[config.mk]
export PLATFORM = sky130hd
export DESIGN_NAME = huffman_seq
export DESIGN_NICKNAME = d
export VERILOG_FILES = /design/src/rtl/huffman_seq.sv
export SDC_FILE = /design/constraint.sdc
export NUM_CORES = 1
export LEC_CHECK = 0
export BUFFER_PORTS_ARGS = -buffer_cell sky130_fd_sc_hd__buf_2
export CORE_MARGIN = 10
export CORE_UTILIZATION = 25
export CTS_CLUSTER_SIZE = 28
export DETAILED_ROUTE_END_ITERATION = 10
export PLACE_DENSITY = 0.51
export SLEW_MARGIN = 10
export SYNTH_ARGS = -nofsm -noshare
export SYNTH_HDL_FRONTEND = slang
export SYNTH_SLANG_ARGS = --single-unit
[constraint.sdc]
create_clock -name clk -period 1.6 [get_ports clk]
set_input_delay 0.16 -clock clk [delete_from_list [all_inputs] [get_ports clk]]
set_output_delay 0.16 -clock clk [all_outputs]
set_load 0.02 [all_outputs]
[src/rtl/huffman_seq.sv]
// Huffman encoder sequencer: records the gray-data burst, then issues SORT/MERGE/INSERT/SPLIT
// ops to the shared datapath over op_req/dp_ack. Optional request timeout: HUFF_SEQ_TIMEOUT_EN.
module huffman_seq #(
    parameter int NSYM    = 6,
    parameter int TIMEOUT = 64
) (
    input  logic       clk,
    input  logic       reset,
    input  logic       gray_valid,
    input  logic       dp_ack,
    output logic       CNT_valid,
    output logic       op_req,
    output logic [2:0] op_code,
    output logic [2:0] round,
    output logic       code_valid,
    output logic       busy,
    output logic [7:0] rec_len,
    output logic       err,
    output logic [2:0] state_dbg
);

    // Handshake: op_req holds op_code/round stable until a cycle with dp_ack=1 (the op is done);
    // op_req then drops for exactly one GAP cycle before the next op is presented.
    typedef enum logic [2:0] {
        S_IDLE = 3'd0,
        S_REC  = 3'd1,
        S_CNT  = 3'd2,
        S_REQ  = 3'd3,
        S_GAP  = 3'd4,
        S_DONE = 3'd5,
        S_ERR  = 3'd6
    } state_t;

    typedef enum logic [2:0] {
        OP_NONE   = 3'd0,
        OP_SORT   = 3'd1,
        OP_MERGE  = 3'd2,
        OP_INSERT = 3'd3,
        OP_SPLIT  = 3'd4
    } op_t;

    localparam logic [2:0] LAST_ROUND = 3'(NSYM - 1);

    if (NSYM < 2 || NSYM > 7 || TIMEOUT < 1) begin : g_bad_param
        $error("huffman_seq: NSYM must be 2..7 and TIMEOUT at least 1");
    end

    state_t     state_q, state_d;
    op_t        op_q, op_d;
    logic [2:0] round_q, round_d;
    logic [7:0] rec_len_q, rec_len_d;

`ifdef HUFF_SEQ_TIMEOUT_EN
    localparam int TW = $clog2(TIMEOUT + 1);
    logic [TW-1:0] tmo_q, tmo_d;
    logic          tmo_hit;

    assign tmo_hit = (tmo_q == TW'(TIMEOUT - 1));

    always_comb begin
        tmo_d = tmo_q;
        if (state_q != S_REQ) begin
            tmo_d = '0;
        end else if (!dp_ack) begin
            tmo_d = tmo_q + 1'b1;
        end
    end

    always_ff @(posedge clk or negedge reset) begin
        if (!reset) tmo_q <= '0;
        else        tmo_q <= tmo_d;
    end
`else
    logic tmo_hit;
    assign tmo_hit = 1'b0;
`endif

    always_comb begin
        state_d   = state_q;
        op_d      = op_q;
        round_d   = round_q;
        rec_len_d = rec_len_q;
        case (state_q)
            S_IDLE: begin
                if (gray_valid) begin
                    state_d   = S_REC;
                    rec_len_d = 8'd1;
                end
            end
            S_REC: begin
                if (gray_valid) begin
                    if (rec_len_q != 8'hFF) rec_len_d = rec_len_q + 8'd1;
                end else begin
                    state_d = S_CNT;
                end
            end
            S_CNT: begin
                state_d = S_REQ;
                op_d    = OP_SORT;
                round_d = 3'd0;
            end
            S_REQ: begin
                // A late ack in the final allowed cycle still wins over the timeout.
                if (dp_ack) begin
                    state_d = S_GAP;
                end else if (tmo_hit) begin
                    state_d = S_ERR;
                    op_d    = OP_NONE;
                    round_d = 3'd0;
                end
            end
            S_GAP: begin
                state_d = S_REQ;
                case (op_q)
                    OP_SORT: begin
                        op_d    = OP_MERGE;
                        round_d = 3'd1;
                    end
                    OP_MERGE: begin
                        if (round_q == LAST_ROUND) begin
                            op_d    = OP_SPLIT;
                            round_d = 3'd0;
                        end else begin
                            op_d = OP_INSERT;
                        end
                    end
                    OP_INSERT: begin
                        op_d    = OP_MERGE;
                        round_d = round_q + 3'd1;
                    end
                    default: begin
                        state_d = S_DONE;
                        op_d    = OP_NONE;
                        round_d = 3'd0;
                    end
                endcase
            end
            S_DONE:  state_d = S_IDLE;
            S_ERR:   state_d = S_IDLE;
            default: state_d = S_IDLE;
        endcase
    end

    always_ff @(posedge clk or negedge reset) begin
        if (!reset) begin
            state_q   <= S_IDLE;
            op_q      <= OP_NONE;
            round_q   <= 3'd0;
            rec_len_q <= 8'd0;
        end else begin
            state_q   <= state_d;
            op_q      <= op_d;
            round_q   <= round_d;
            rec_len_q <= rec_len_d;
        end
    end

    assign CNT_valid  = (state_q == S_CNT);
    assign op_req     = (state_q == S_REQ);
    assign op_code    = op_q;
    assign round      = round_q;
    assign code_valid = (state_q == S_DONE);
    assign busy       = (state_q != S_IDLE);
    assign rec_len    = rec_len_q;
    assign state_dbg  = state_q;
`ifdef HUFF_SEQ_TIMEOUT_EN
    assign err = (state_q == S_ERR);
`else
    assign err = 1'b0;
`endif

endmodule

==> summary.md <==
| Metric | Value |
|---|---|
| Initial antenna violation count | 0 |
| FILL cells | 400 |
| Sequential area share after synthesis | 43.7% |
| Layout cells sized above 1 | 35.7% |
| Dpl ws | 0.0522 ns |
| Setup crit start kind | flip-flop |
| Synth cell types | 34 |
| Post-synth top flop | dfrtp_1 |
| CTS buffer count | 3 |
| Hold Path Class | primary input to flip-flop |
| Vias in the first global route | 946 |
| Final setup fails | 0 |
| Cell Chain, Critical Path | or3b_4 -> or3_4 -> o22ai_1 -> a21o_1 |
| Cells after Synth | 107 |
| Syn nets | 114 |
| Yosys warns | 0 |
| WL per Instance | 14.4 um |
| Die area | 6790 um2 |
| Clk slew on worst S/H paths | 0.07 ns |
| DRT iter0 DRCs | 43 |
| Area Growth Syn to Fin | 36.0% |
| Avg Inst Size Synth | 9.10 um2 |
| VDD IR-drop max | 0.514 mV |
| Crit share post-route | 97.1% |
| CTS root buffer | clkbuf_8 |
| Core Area | 3720 um2 |
| Final Power | 0.00214 W |
| Router iterations before antenna repair | 4 |
| Post-route minimum period | 1.55 ns |
| Final WS setup | 0.0466 ns |
| Max frequency | 0.644 GHz |
| RSZ-0062 raised after global routing | yes |
| Crit path capture type | flip-flop |
| Yosys reg bits | 17 |
| CTS tree | built |
| Post-Layout Cell Count | 191 |
| Classification of the worst setup path | flip-flop to flip-flop |
| # rows | 22 |
| Routed vias | 963 |
| Diode count | 0 |
| Worst hold margin | 0.233 ns |
| Post-synth EDFFs | 0 |
| FFs w/ async S/R, synth | 100% |
| Combinational power share | 55.1% |
| Total global routing overflow | 0 |
| Status | complete, no violations |
| PortBufs | 24 |
| I/O Pins | 26 |
| First-pass GRT wire length | 4490 um |
| Drc violations | 0 |
| Total GRT Usage | 8.22% |
| Internal cell power | 0.00123 W |
| Final net count | 151 |
| Commonest non-fill, non-tap cell in the layout | buf_2 |
| Via density per instance | 5.04 |
| Seq pwr share | 29.8% |
| Maxcap violations | 0 |
| Clk buf depth | 2 |
| Post-detail-place hpwl | 2000 um |
| Max-slew violation count | 0 |
| LEAKAGE | 0.627 nW |
| Die Width | 82.4 um |
| Antenna Nets Post-Route | 0 |
| Post-Route WL | 2740 um |
| Sink Count | 17 |
| Htree depth | 1 |
| CP max-delay cell | dfrtp_2 |
| Worst EP required | 1.80 ns |
| Most frequent cells in the layout | 22 x buf_2, 15 x dfrtp_1, 14 x buf_4 |
| Gpl congestion | 0.772 |
| Clock network power share | 15.1% |
| Crit path arrival time | 1.75 ns |
| Clk_skew | 0.00517 ns |
| Initial Util | 26.2% |
| PD cells | 1620 nW/um2 |
| Switching Fraction | 42.4% |
| Largest net degree at the start of global routing | 18 |
| Die Span Y | 82.4 um |
| Clk_lat worst skew | 0.25 ns |
| # placed instances | 182 |
| Final Hold Fails | 0 |
| Sw Pwr | 0.000907 W |
| Worst Path Max Fanout | 5 |
| CP max stage delay | 0.40 ns |
| Syn Std Cell Area | 973 um2 |
## worst max-delay path, delay by kind of cell, from the launching register on
family           cells  cell delay (ns)
AND/OR/NAND/NOR      2             0.79
AO/OA/AOI/OAI        2             0.30
flip-flops           1             0.40
## power by group through the flow
| stage | Sequential [W] | Clock, W | Combinational, W |
|---|---|---|---|
| detailed placement | 0.000640 | 0 | 0.00103 |
| finish | 0.000637 | 0.000323 | 0.00118 |
| floorplan | 0.000739 | 0 | 0.000566 |
| global route | 0.000651 | 0.000358 | 0.00130 |
| global placement | 0.000635 | 0 | 0.00103 |
| CTS | 0.000631 | 0.000333 | 0.00107 |
## through the flow
step | setup TNS (ns) | cell area, um2 | utilization (%)
after floorplan | -0.313 | 993 | -
after global placement | 0 | 1200 | 32.2
after detailed placement | 0 | 1200 | 32.2
after CTS | 0 | 1260 | 34.0
after global routing | -0.00853 | 1320 | 35.6
final | 0 | 1320 | 35.6
## routing by layer
layer	global-route usage [%]	up-vias	share of wire, %
met3	4.21	2	9.7
met4	1.02	0	0.26
li1	-	463	-
met5	0	-	0
met2	12.6	27	45
met1	10.3	471	45
## cell type report
class	count	area (um2)	share of cell area, %
Clock buffer	4	45.0	3.40
Multi-Input combinational cell	80	532	40.2
Sequential cell	17	428	32.3
Inverter	3	11.3	0.851
Timing Repair Buffer	39	248	18.7
Tap cell	48	60.1	4.54
## kinds of logic (layout without fill, tap and decap cells)
group           count (synthesis)  count (layout)  synth area share [%]
fa+ha+maj                       3               3                  3.86
buf+inv                        10              46                  6.30
compound gates                 35              35                  23.1
other cells                     1               1                 0.385
simple gates                   41              41                  22.6
flops                          17              17                  43.7
## synthesized netlist by cell type (3+ instances only)
| library cell | n | area (um2) |
|---|---|---|
| nand3_1 | 3 | 15.0 |
| nand2_1 | 9 | 33.8 |
| o21ai_0 | 11 | 55.1 |
| ha_1 | 3 | 37.5 |
| a21oi_1 | 6 | 30.0 |
| o31ai_1 | 5 | 37.5 |
| dfrtp_1 | 17 | 425 |
| nand2b_1 | 4 | 25.0 |
| inv_1 | 3 | 11.3 |
| nor2_1 | 12 | 45.0 |
## final timing paths
kind                               from            to  slack [ns]  cells past startpoint
max in group asynchronous         reset  state_dbg[2]        0.93                      2
min in group asynchronous         reset    op_code[1]        0.36                      2
setup reg to reg           state_dbg[2]      round[2]        0.05                      4
hold / removal                   dp_ack  state_dbg[0]        0.23                      4
hold reg to reg            state_dbg[2]  state_dbg[1]        0.53                      1
setup / recovery           state_dbg[2]      round[2]        0.05                      4
## what timing repair did
action	4_1_cts	5_1_grt
buffers inserted	0	4
hold buffers	1	0
hold endpoints to repair	17	0
pin swaps	0	1
endpoints found under the setup margin	1	6
gates resized for setup	3	6
## state kept, by name (all words and copies together), names as in the netlist
name / count
round: 3
op_code: 3
rec_len: 8
state_dbg: 3
Power figures use the tool's default switching activity.
